<file path="config.mk">
export PLATFORM = sky130hd
export DESIGN_NAME = fetch_unit
export DESIGN_NICKNAME = d
export VERILOG_FILES = /design/src/rtl/fetch_unit.sv
export SDC_FILE = /design/constraint.sdc
export NUM_CORES = 1
export LEC_CHECK = 0
export BUFFER_PORTS_ARGS = -buffer_cell sky130_fd_sc_hd__buf_2
export CORE_UTILIZATION = 40
export CTS_CLUSTER_SIZE = 25
export DETAILED_ROUTE_END_ITERATION = 10
export PLACE_DENSITY = 0.61
export SLEW_MARGIN = 20
export SYNTH_ARGS = -nofsm -noshare
export SYNTH_HDL_FRONTEND = slang
export SYNTH_SLANG_ARGS = --single-unit
</file>
<file path="constraint.sdc">
create_clock -name clk -period 2.2 [get_ports clk]
set_clock_uncertainty 0.15 [all_clocks]
set_input_delay 0.22 -clock clk [delete_from_list [all_inputs] [get_ports clk]]
set_output_delay 0.22 -clock clk [all_outputs]
set_load 0.005 [all_outputs]
</file>
<file path="src/rtl/fetch_unit.sv">
// fetch_unit -- single-outstanding instruction fetch stage.
//
// Takes fetch addresses from the PC register and issues one instruction
// memory read at a time. Each response goes into a 2-entry output FIFO
// that decode drains.
//
// Ports
//   clk, rst        clock (rising edge) / asynchronous active-low reset
//   pc_in, pc_valid fetch address and its single-cycle valid pulse
//   pc_en           PC register advances on this edge (fetch accepted, or flush)
//   flush           drop everything buffered or in flight; PC is redirected
//   imem_req/addr   memory request and word address, held until imem_gnt
//   imem_gnt        request accepted this cycle
//   imem_rvalid/rdata  read response, earliest one cycle after the grant
//   id_valid/ready  handshake to decode, head entry on id_pc/id_instr/id_err
//   dbg_state       current FSM state (0 IDLE, 1 REQ, 2 WAIT, 3 DRAIN)
//
// Handshakes: a transfer happens on a rising edge where the source holds
// valid (imem_req, id_valid) and the sink holds ready (imem_gnt, id_ready).
// The source keeps its payload stable while valid is high and ready is low.
// Toward decode, id_valid only depends on FIFO occupancy, never on id_ready.

module fetch_unit (
  input  logic        clk,
  input  logic        rst,
  input  logic [31:0] pc_in,
  input  logic        pc_valid,
  output logic        pc_en,
  input  logic        flush,
  output logic        imem_req,
  output logic [31:0] imem_addr,
  input  logic        imem_gnt,
  input  logic        imem_rvalid,
  input  logic [31:0] imem_rdata,
  output logic        id_valid,
  input  logic        id_ready,
  output logic [31:0] id_pc,
  output logic [31:0] id_instr,
  output logic        id_err,
  output logic [1:0]  dbg_state
);

  typedef enum logic [1:0] {
    S_IDLE  = 2'd0,
    S_REQ   = 2'd1,
    S_WAIT  = 2'd2,
    S_DRAIN = 2'd3
  } state_t;

  state_t state_q, state_d;

  // Pending PC latch: holds an address that arrived while it could not be used.
  logic [31:0] pend_pc;
  logic        pend_v;

  // Set after a misaligned PC is reported; fetching stays stopped until flush.
  logic        halt_q;

  logic [31:0] addr_q;

  // Output FIFO, 2 entries.
  logic [31:0] fifo_pc    [2];
  logic [31:0] fifo_instr [2];
  logic        fifo_err   [2];
  logic        rd_ptr;
  logic        wr_ptr;
  logic [1:0]  count;

  // Combinational controls.
  logic        pop;
  logic        slot_free;
  logic        cand_v;
  logic [31:0] cand_pc;
  logic        push;
  logic [31:0] push_pc;
  logic [31:0] push_instr;
  logic        push_err;
  logic        consume;
  logic        capture;
  logic        set_halt;
  logic        pc_en_c;

  assign id_valid  = (count != 2'd0);
  assign pop       = id_valid && id_ready;
  // A slot is free for this cycle's decision if one is empty now or the
  // head leaves on this same edge.
  assign slot_free = (count != 2'd2) || pop;

  // A pc_valid pulse is usable in the cycle it arrives; it is always the
  // newest address, so it wins over a latched one.
  assign cand_v  = pend_v || pc_valid;
  assign cand_pc = pc_valid ? pc_in : pend_pc;

  assign id_pc     = fifo_pc[rd_ptr];
  assign id_instr  = fifo_instr[rd_ptr];
  assign id_err    = fifo_err[rd_ptr];
  assign dbg_state = state_q;

  // pc_en is forced low while reset is held, even if flush is high.
  assign pc_en = pc_en_c & rst;

  // Next-state and output logic.
  always_comb begin
    state_d    = state_q;
    push       = 1'b0;
    push_pc    = addr_q;
    push_instr = imem_rdata;
    push_err   = 1'b0;
    consume    = 1'b0;
    capture    = 1'b0;
    set_halt   = 1'b0;
    pc_en_c    = 1'b0;
    imem_req   = 1'b0;
    imem_addr  = 32'h0;

    case (state_q)
      S_IDLE: begin
        // Issue is only allowed when a FIFO slot is available. Nothing else
        // pushes while the request is outstanding, so the response can
        // always be stored.
        if (!flush && !halt_q && cand_v && slot_free) begin
          consume = 1'b1;
          if (cand_pc[1:0] != 2'b00) begin
            push       = 1'b1;
            push_pc    = cand_pc;
            push_instr = 32'h0;
            push_err   = 1'b1;
            set_halt   = 1'b1;
          end else begin
            capture = 1'b1;
            state_d = S_REQ;
          end
        end
      end

      S_REQ: begin
        imem_req  = 1'b1;
        imem_addr = addr_q;
        if (imem_gnt) begin
          // A request granted in the flush cycle is still in flight, and
          // its response has to be swallowed.
          state_d = flush ? S_DRAIN : S_WAIT;
        end else if (flush) begin
          state_d = S_IDLE;
        end
      end

      S_WAIT: begin
        if (imem_rvalid) begin
          state_d = S_IDLE;
          if (!flush) begin
            push    = 1'b1;
            pc_en_c = 1'b1;
          end
        end else if (flush) begin
          state_d = S_DRAIN;
        end
      end

      S_DRAIN: begin
        // Stale response: dropped without a push or pc_en. A flush here
        // changes nothing about the wait.
        if (imem_rvalid) begin
          state_d = S_IDLE;
        end
      end

      default: state_d = S_IDLE;
    endcase

    if (flush) begin
      pc_en_c = 1'b1;
    end
  end

  // State register.
  always_ff @(posedge clk or negedge rst) begin
    if (!rst) begin
      state_q <= S_IDLE;
    end else begin
      state_q <= state_d;
    end
  end

  // Pending PC latch, halt flag and request address.
  always_ff @(posedge clk or negedge rst) begin
    if (!rst) begin
      pend_pc <= 32'h0;
      pend_v  <= 1'b0;
      halt_q  <= 1'b0;
      addr_q  <= 32'h0;
    end else begin
      if (flush) begin
        pend_v <= 1'b0;
      end else if (consume) begin
        pend_v <= 1'b0;
      end else if (pc_valid) begin
        pend_v  <= 1'b1;
        pend_pc <= pc_in;
      end

      if (flush) begin
        halt_q <= 1'b0;
      end else if (set_halt) begin
        halt_q <= 1'b1;
      end

      if (capture) begin
        addr_q <= cand_pc;
      end
    end
  end

  // Output FIFO. A push and a pop on the same edge both take effect.
  always_ff @(posedge clk or negedge rst) begin
    if (!rst) begin
      for (int i = 0; i < 2; i++) begin
        fifo_pc[i]    <= 32'h0;
        fifo_instr[i] <= 32'h0;
        fifo_err[i]   <= 1'b0;
      end
      rd_ptr <= 1'b0;
      wr_ptr <= 1'b0;
      count  <= 2'd0;
    end else if (flush) begin
      rd_ptr <= 1'b0;
      wr_ptr <= 1'b0;
      count  <= 2'd0;
    end else begin
      if (push) begin
        fifo_pc[wr_ptr]    <= push_pc;
        fifo_instr[wr_ptr] <= push_instr;
        fifo_err[wr_ptr]   <= push_err;
        wr_ptr             <= ~wr_ptr;
      end
      if (pop) begin
        rd_ptr <= ~rd_ptr;
      end
      case ({push, pop})
        2'b10:   count <= count + 2'd1;
        2'b01:   count <= count - 2'd1;
        default: count <= count;
      endcase
    end
  end

endmodule
</file>
==> run summary <==
The tools report the maximum clock frequency as 0.476 GHz. The per-cell via count in the routed design came out at 4.98. After global routing the overflow that remains totals 0. Total number of vias: 7,538. Clock tree synthesis selected as its root buffer the cell sky130_fd_sc_hd__clkbuf_16.

Setup repair after global routing left no endpoint under its margin. Once the clock tree was built, the setup fixing pass inserted 0 buffers. The worst setup path is captured at an output port. The tool flagged a number of max-cap violations equal to 0. The final period demand of the worst path works out to 2.10 ns. The height of the die was 155 um. TritonCTS built the clock tree.

Measured along the x axis, the die boundary spans 155 um. In the final timing run, aggregate negative setup slack is 0 ns. The flow ran to the end, and the final reports show no timing, DRC or antenna violations.

The final clock period utilization by the worst path came out at 95.5%. Summing the sequential cell areas from Yosys gives 53.7% of the chip area. For the pin with the worst max-slew slack, the measured transition is 0.541 ns. The number of distinct library cell variants in the gate-level netlist after synthesis is 39.

Entering global routing, the biggest net connects 93 pins. The synthesized design spends more area on one cell type than any other, namely sky130_fd_sc_hd__dfrtp_1. For this block, the initial DRC count from the detailed router was 393. By area the synthesized netlist is led by sky130_fd_sc_hd__dfrtp_1 (54%), sky130_fd_sc_hd__nand2_1 (5.3%), sky130_fd_sc_hd__nor2_1 (5.1%). Final number of max-transition violations: 0. The area of the die was 24,100 um2; the number of nets in the finished design was 1,257. The synthesized design contains 0 enable-type register cells.

The area inside the core boundary is 22,800 um2. The synthesized instance count came out at 956. The worst setup path is of the flip-flop to output port kind.

Global routing used 20.8% of the available tracks. Final antenna-violating net count: 0. The library cell used most frequently in the layout, excluding fill and tap cells, is sky130_fd_sc_hd__dfrtp_1. The maximum fanout along the worst path was 44; the data arrival at the endpoint of the critical path was 1.73 ns. The startpoint identified for the worst hold timing path is pc_in[18].

The startpoint of the worst setup timing path was rd_ptr. The number of antenna violations at the first check in global routing is 1. The run gives 7,389 as the via count of the first global-routing pass. For the worst-skew pair, the clock arrives at the later sink with an insertion delay of 0.50 ns. In this run the power density over the cells is 1210 nW/um2. STA puts the critical path data required time at 1.83 ns. The maximum resistive drop on vdd was 0.000730 V.

Summing all non-filler instances in the final layout gives an area of 12,200 um2. The relative area change from synthesis to final layout was 30.0%; the global placer's final weighted congestion was 0.759. The library cells used most frequently in the layout, excluding fill and tap cells, are sky130_fd_sc_hd__dfrtp_1 (201), sky130_fd_sc_hd__buf_2 (171), sky130_fd_sc_hd__nand2_1 (133), sky130_fd_sc_hd__nor2_1 (125), sky130_fd_sc_hd__o21ai_0 (88). The number of iterations in the first detailed-routing pass was 5. The internal reg-to-reg setup slack is 0.11 ns. Startpoint of the most critical register-to-register path: count[1].

The number of buffers created by CTS was 23. The clock transition at the register clock pins on the worst setup and hold paths after CTS was 0.06 ns; the CTS H-tree depth was 1. The leakage power is 0.00586 uW, and the synthesis warning total is 0. The first-pass GRT wire length was 40.1 mm. The layout cell share with drive strength beyond 1 works out to 27.5%.

The run gives 202 as the number of sinks on the clock net. Setup violations remaining at the end of the flow were counted as 0. For this run, the leading register cell type out of synthesis is sky130_fd_sc_hd__dfrtp_1. The run gives 24.9 mm as the total wirelength of the detailed-routed design. In this run, synthesis produced a sequential element count of 202.

No sink is reached through more buffers than the 3 on the longest clock path. The number of hold violations in the final report was 0. The initialized floorplan defines 55 standard-cell rows.

For the post-placement cell area, the log shows 10,800 um2. The tools report the launching element type of the critical path as a flip-flop. After detailed routing, the average wire length per cell comes to 16.5 um. The post-synthesis instance area was 9410 um2. Detailed placement finished with a half-perimeter wire length of 15.3 mm. The area share of the largest cell type after synthesis is 53.7%. In the synthesized netlist the async set-or-reset flop fraction comes to 100%.

When the netlist entered floorplanning its net count stood at 1,027. For this design the top-level I/O count stands at 173. For the starting utilization of the core area, the log shows 41.2%.

In this run the worst hold path is classified as input pin to flip-flop. The count of input and output buffers is 172. Each instance of the synthesized netlist takes up on average 9.85 um2. The logs give 0 for the remaining design rule violation count and 64.0% for the relative slew slack.
[critical path: stages, from the launching register on]
cell and delay, ns:
sky130_fd_sc_hd__dfrtp_4 0.44, sky130_fd_sc_hd__buf_12 0.24, sky130_fd_sc_hd__mux2_2 0.39, sky130_fd_sc_hd__buf_2 0.13
[layer usage]
metal  up-vias  track usage [%]  wire length, um
li1       3697                -                -
met1      3597             28.2            11200
met2       208             34.4            11800
met3        36             3.76             1370
met4         0             5.18              539
met5         -                0                0
[per-stage QoR]
step                      hold WS [ns]  instances  power (uW)  util, %  setup WS, ns
after detailed placement        0.0423       1406       10900     47.1        0.0880
after floorplan                 -0.226        956        8920        -         0.257
after global placement          0.0442       1406       10800     47.1         0.133
after CTS                       0.0112       1513       14900     53.4        0.0639
final                           0.0270       1514       14800     53.5        0.0991
after global routing            0.0129       1513       15800     53.5       0.00253
[logic make-up after synthesis]
family | synth area share, %
buffers and inverters | 6.14
XOR/XNOR | 0.186
AO/OA/AOI/OAI | 17.2
flip-flops | 53.7
AND/OR/NAND/NOR | 14.4
multiplexers | 8.31
[area by class of cell]
cell class | instances | area [um2]
diodes | 1 | 2.50
clock buffers | 34 | 687
clock inverters | 5 | 56.3
multi-input cells | 623 | 3840
repair buffers | 273 | 1960
inverters | 63 | 236
fillers | 2113 | 10600
flip-flops and latches | 202 | 5060
well taps | 313 | 392
[flip-flops by register name, summed over array words and instances, names as in the netlist]
name and flops:
addr_q 32, pend_pc 32, pend_v 1, fifo_instr 64
rd_ptr 1, dbg_state 2, halt_q 1, fifo_err 2
fifo_pc 64, wr_ptr 1, count 2
[what timing repair did]
action,4_1_cts,5_1_grt
gates resized for setup,0,8
hold buffers,68,0
endpoints found under the setup margin,0,29
hold endpoints to repair,236,0
[synth_stat cells (all sizes together) (3+ instances only)]
library cell	n
dfrtp	202
nand2	133
nor2	129
o21ai	101
a21oi	64
inv	63
a221oi	60
mux2	41
buf	34
clkbuf	34
and2	32
mux2i	32
nor2b	6
o31a	3
or2	3
[power breakdown]
part           total, uW  switching [uW]  leakage, uW  internal [uW]
registers           5960             799      0.00233           5160
clock network       3770            1500     0.000365           2270
logic               5040            2600      0.00317           2440
[final timing paths]
path	cells after the start	endpoint
min	3	pend_pc[18]
max	3	id_instr[20]
min reg2reg	1	fifo_err[1]
max in group asynchronous	3	pend_pc[4]
min in group asynchronous	2	fifo_instr[29]
max reg2reg	6	fifo_pc[60]
No activity file was read; power rests on OpenSTA's default activity.
